**src/rtl/pc_sequencer.sv**
```systemverilog
// pc_sequencer: fetch/decode/update controller that computes and loads the next PC,
// with a small hardware return-address stack for CALL/RET.
module pc_sequencer #(
    parameter int unsigned          ADDR_W       = 12,
    parameter int unsigned          STACK_DEPTH  = 4,
    parameter logic [ADDR_W-1:0]    RESET_VECTOR = '0
) (
    input  logic              clk,
    input  logic              reset,
    input  logic              start,
    input  logic              halt_req,
    input  logic [ADDR_W-1:0] pc_q,
    output logic              imem_req,
    input  logic              imem_ack,
    input  logic              op_valid,
    input  logic [2:0]        op_kind,
    input  logic              cond,
    input  logic [ADDR_W-1:0] target,
    output logic [ADDR_W-1:0] pc_d,
    output logic              pc_en,
    output logic              busy,
    output logic              halted,
    output logic              stack_err
);

    localparam int unsigned PTR_W = $clog2(STACK_DEPTH);
    localparam int unsigned CNT_W = PTR_W + 1;

    localparam logic [2:0] OP_NEXT   = 3'd0;
    localparam logic [2:0] OP_JUMP   = 3'd1;
    localparam logic [2:0] OP_BRANCH = 3'd2;
    localparam logic [2:0] OP_CALL   = 3'd3;
    localparam logic [2:0] OP_RET    = 3'd4;
    localparam logic [2:0] OP_HALT   = 3'd5;

    typedef enum logic [2:0] {
        S_IDLE   = 3'd0,
        S_FETCH  = 3'd1,
        S_DECODE = 3'd2,
        S_UPDATE = 3'd3,
        S_HALTED = 3'd4
    } state_e;

    state_e              state_q, state_d;
    logic [ADDR_W-1:0]   pc_d_q, pc_d_d;
    logic                halt_pend_q, halt_pend_d;
    logic                err_q, err_d;
    logic [CNT_W-1:0]    cnt_q;
    logic [ADDR_W-1:0]   stack_q [STACK_DEPTH];
    logic                push, pop;
    logic                full, empty;
    logic [ADDR_W-1:0]   pc_inc;
    logic [PTR_W-1:0]    push_idx, pop_idx;
    logic                imem_req_q, pc_en_q, busy_q, halted_q;

    assign full     = (cnt_q == CNT_W'(STACK_DEPTH));
    assign empty    = (cnt_q == '0);
    assign pc_inc   = pc_q + ADDR_W'(1);
    assign push_idx = cnt_q[PTR_W-1:0];
    assign pop_idx  = PTR_W'(cnt_q - CNT_W'(1));

    // Next-state, next-PC and stack-control decode.
    always_comb begin
        state_d     = state_q;
        pc_d_d      = pc_d_q;
        halt_pend_d = halt_pend_q;
        err_d       = err_q;
        push        = 1'b0;
        pop         = 1'b0;
        unique case (state_q)
            S_IDLE: begin
                if (start) begin
                    pc_d_d      = RESET_VECTOR;
                    halt_pend_d = 1'b0;
                    state_d     = S_UPDATE;
                end
            end
            S_FETCH: begin
                if (imem_ack) state_d = S_DECODE;
            end
            S_DECODE: begin
                if (op_valid) begin
                    halt_pend_d = halt_req;
                    state_d     = S_UPDATE;
                    case (op_kind)
                        OP_JUMP:   pc_d_d = target;
                        OP_BRANCH: pc_d_d = cond ? target : pc_inc;
                        OP_CALL: begin
                            if (full) begin
                                err_d   = 1'b1;
                                state_d = S_HALTED;
                            end else begin
                                push   = 1'b1;
                                pc_d_d = target;
                            end
                        end
                        OP_RET: begin
                            if (empty) begin
                                err_d   = 1'b1;
                                state_d = S_HALTED;
                            end else begin
                                pop    = 1'b1;
                                pc_d_d = stack_q[pop_idx];
                            end
                        end
                        OP_HALT: state_d = S_HALTED;
                        default: pc_d_d = pc_inc;
                    endcase
                end
            end
            S_UPDATE: begin
                state_d = halt_pend_q ? S_HALTED : S_FETCH;
            end
            S_HALTED: begin
                if (start) state_d = S_FETCH;
            end
            default: state_d = S_IDLE;
        endcase
    end

    // State, next-PC and Moore outputs registered from the next state.
    always_ff @(posedge clk or posedge reset) begin
        if (reset) begin
            state_q     <= S_IDLE;
            pc_d_q      <= '0;
            halt_pend_q <= 1'b0;
            err_q       <= 1'b0;
            imem_req_q  <= 1'b0;
            pc_en_q     <= 1'b0;
            busy_q      <= 1'b0;
            halted_q    <= 1'b0;
        end else begin
            state_q     <= state_d;
            pc_d_q      <= pc_d_d;
            halt_pend_q <= halt_pend_d;
            err_q       <= err_d;
            imem_req_q  <= (state_d == S_FETCH);
            pc_en_q     <= (state_d == S_UPDATE);
            busy_q      <= (state_d != S_IDLE) && (state_d != S_HALTED);
            halted_q    <= (state_d == S_HALTED);
        end
    end

    // Return-address stack: LIFO storage plus occupancy count.
    always_ff @(posedge clk or posedge reset) begin
        if (reset) begin
            cnt_q <= '0;
            for (int i = 0; i < int'(STACK_DEPTH); i++) stack_q[i] <= '0;
        end else begin
            if (push) begin
                stack_q[push_idx] <= pc_inc;
                cnt_q             <= cnt_q + CNT_W'(1);
            end else if (pop) begin
                cnt_q <= cnt_q - CNT_W'(1);
            end
        end
    end

    assign pc_d      = pc_d_q;
    assign pc_en     = pc_en_q;
    assign imem_req  = imem_req_q;
    assign busy      = busy_q;
    assign halted    = halted_q;
    assign stack_err = err_q;

endmodule

```
**config.mk**
```make
export PLATFORM = sky130hd
export DESIGN_NAME = pc_sequencer
export DESIGN_NICKNAME = d
export VERILOG_FILES = /design/src/rtl/pc_sequencer.sv
export SDC_FILE = /design/constraint.sdc
export NUM_CORES = 1
export LEC_CHECK = 0
export ABC_AREA = 0
export CAP_MARGIN = 20
export CORE_ASPECT_RATIO = 1.5
export CORE_UTILIZATION = 62
export CTS_BUF_LIST = sky130_fd_sc_hd__clkbuf_8
export DETAILED_ROUTE_END_ITERATION = 10
export PLACE_DENSITY = 0.86
export SLEW_MARGIN = 10
export SYNTH_ARGS = -nofsm -noshare
export SYNTH_HDL_FRONTEND = slang
export SYNTH_SLANG_ARGS = --single-unit
```
**constraint.sdc**
```tcl
create_clock -name clk -period 3.7 [get_ports clk]
set_clock_uncertainty 0.05 [all_clocks]
set_input_delay 0.37 -clock clk [delete_from_list [all_inputs] [get_ports clk]]
set_output_delay 0.37 -clock clk [all_outputs]
set_load 0.02 [all_outputs]
```
==> impl_metrics.tcl <==
set metrics [dict create \
    status "complete, no violations" \
    synth-simple-area-share_pct 14.9 \
    period_share_pct 73.7 \
    worst_pin_slew_ps 774 \
    start_util_pct 65.6 \
    drv_slew 0 \
    die_area_mm2 0.00658 \
    grt_max_degree 59 \
    cts_root_buf "clkbuf_8" \
    cap_violations 0 \
    syn_inst 375 \
    cts_resized 0 \
    end_kind "flip-flop" \
    synth_fa_ha_area_share_pct 1.94 \
    numCtsBuffers 9 \
    overflow 0 \
    final_cell_mix "dfrtp_1 (72), clkdlybuf4s50_1 (50), o21ai_0 (47)" \
    nets 456 \
    peakVddDrop_v 0.000476 \
    postCtsSetupBuffers 0 \
    clkTransAtPathRegs_ps 80 \
    hpwl_um 6480 \
    io-pin-count 51 \
    firstDrtPassIters 5 \
    cts.htree.levels 3 \
    vias_per_cell 6.33 \
    vias 3119 \
    ant_nets 0 \
    synth_xor_area_share_pct 3.16 \
    place_area_mm2 0.00432 \
    wl_per_cell_um 18.5 \
    yosys_warnings 0 \
    synth_top_family_by_area "compound AO/OA/AOI/OAI gates" \
    die_height_um 98.8 \
    synth_nets 415 \
    clk_path_buf_depth 2 \
    mappedNetlistArea_mm2 0.00388 \
    cts_tree "yes" \
    portBuffers 50 \
    core_area_mm2 0.00591 \
    post-route-min-period_ps 2730 \
    crit_path_max_fanout 13 \
    ys_seq_elements 72 \
    final_area_mm2 0.00452 \
    grt_pass1_vias 3248 \
    arrival_ps 2920 \
    clk_latency_ps 350 \
    synthFlopType "dfrtp_1" \
    area_delta_synth_final_pct 16.7 \
    hold_viol_final 0 \
    mostFrequentLayoutCell "dfrtp_1" \
    dieWidth_um 66.6 \
    tns_ps 0 \
    async_reset_ff_share_pct 100 \
    synth-compound-area-share_pct 18.2 \
    num_antenna_cells 0 \
    synth_seq_area_share_pct 46.5 \
    rows 34 \
    critical_path_class "flip-flop to flip-flop" \
    min_path_type "input port to asynchronous set/reset pin" \
    fin_hold_ws_ps 247 \
    layout_setup_ws_ps 971 \
    grt_usage_pct 31.2 \
    synthMuxAreaShare_pct 9.46 \
    max_slew_margin_pct 48.0 \
    cp.required_ps 3890 \
    final_cells 493 \
    clock_sinks 72 \
    drcViolationCount 0 \
    drive_gt1_share_pct 9.74 \
    grt_pass1_wl_um 15300 \
    place_inst 477 \
    finalSetupViolCount 0 \
    synth-edff-count 0 \
    synth.distinct_cells 55 \
    ctsHoldBuffers 0 \
    power_density_mw_per_mm2 664 \
    timing.fmax_mhz 366 \
    routed_wl_um 9120 \
    initialDrtViolationCount 289 \
    cellLeakagePower_nw 1.98 \
    antenna_found_initial 0 \
    syn_avg_cell_area_um2 10.3 \
    rsz0062_at_grt "no" \
    place_ws_ps 1040 \
    gp_congestion 0.887 \
    start_kind "flip-flop" \
]
-- sequential cells by signal, indices dropped and copies added (netlist names) --
register,flops
stack_q,48
pc_d,12
cnt_q,3
state_q,3
busy,1
halt_pend_q,1
halted,1
imem_req,1
pc_en,1
stack_err,1
-- synth_stat cells (all sizes together), types with 5 or more instances --
cell type	count	area, um2
a21oi	21	109
a221oi	6	52.6
a31o	8	70.1
and3	5	36.3
buf	14	97.6
clkbuf	11	103
dfrtp	72	1800
ha	6	75.1
inv	7	26.3
mux4	12	312
nand2	46	173
nand3	14	70.1
nor2	23	86.3
nor2b	5	31.3
o21a	7	52.6
o21ai	50	254
o22ai	7	43.8
or2	8	50.1
xnor2	6	52.6
xor2	8	70.1
-- area by class of cell --
class                   count  area (um2)
multi-input cells         271        1850
flip-flops and latches     72        1800
fillers                   411        1390
repair buffers             55         551
clock buffers              10         138
well taps                  72        90.1
clock inverters             6        67.6
inverters                   7        26.3
-- layer usage --
layer	share of wire (%)	routed length, um	global-route usage (%)	up-vias
li1	-	-	-	1446
met2	52	4740	51.6	106
met5	0	0	0	-
met1	40	3680	37.7	1541
met4	2.9	263	15.1	0
met3	4.8	436	7.06	26
-- kinds of logic (layout without fill, tap and decap cells) --
group           after synthesis  in the layout
xor+xnor                     14             14
fa+ha+maj                     6              6
mux                          17             17
flops                        72             72
buf+inv                      32             78
compound gates              114            114
simple gates                120            120
-- worst max-delay path: stages (launching register included) --
cell      delay [ps]
dfrtp_1          400
inv_1            100
ha_1             720
mux4_1           660
o22ai_1          210
or2_2            150
a221oi_1          80
a31o_2           240
-- metrics by stage --
step	utilization, %	power (W)
finish	76.5	0.00300
global placement	73.0	0.00230
CTS	76.5	0.00300
global route	76.5	0.00318
detailed placement	73.0	0.00236
floorplan	-	0.00201
-- worst paths after layout --
check / start / end / slack [ps] / cells after the start
min in group clk: stack_err / stack_err / 420 / 1
min: reset / stack_q[47] / 250 / 2
min reg2reg: stack_err / stack_err / 420 / 1
max in group asynchronous: reset / stack_q[7] / 2740 / 3
max reg2reg: cnt_q[1] / pc_d[10] / 970 / 7
max: cnt_q[1] / pc_d[10] / 970 / 7
-- report_power, final --
group	internal (W)	leakage, nW	switching, W
Clock	0.000332	0.0989	0.000313
Combinational	0.000547	0.926	0.000579
Sequential	0.00105	0.955	0.000177
Total	0.00193	1.98	0.00107
(Power assumes the default switching activity.)
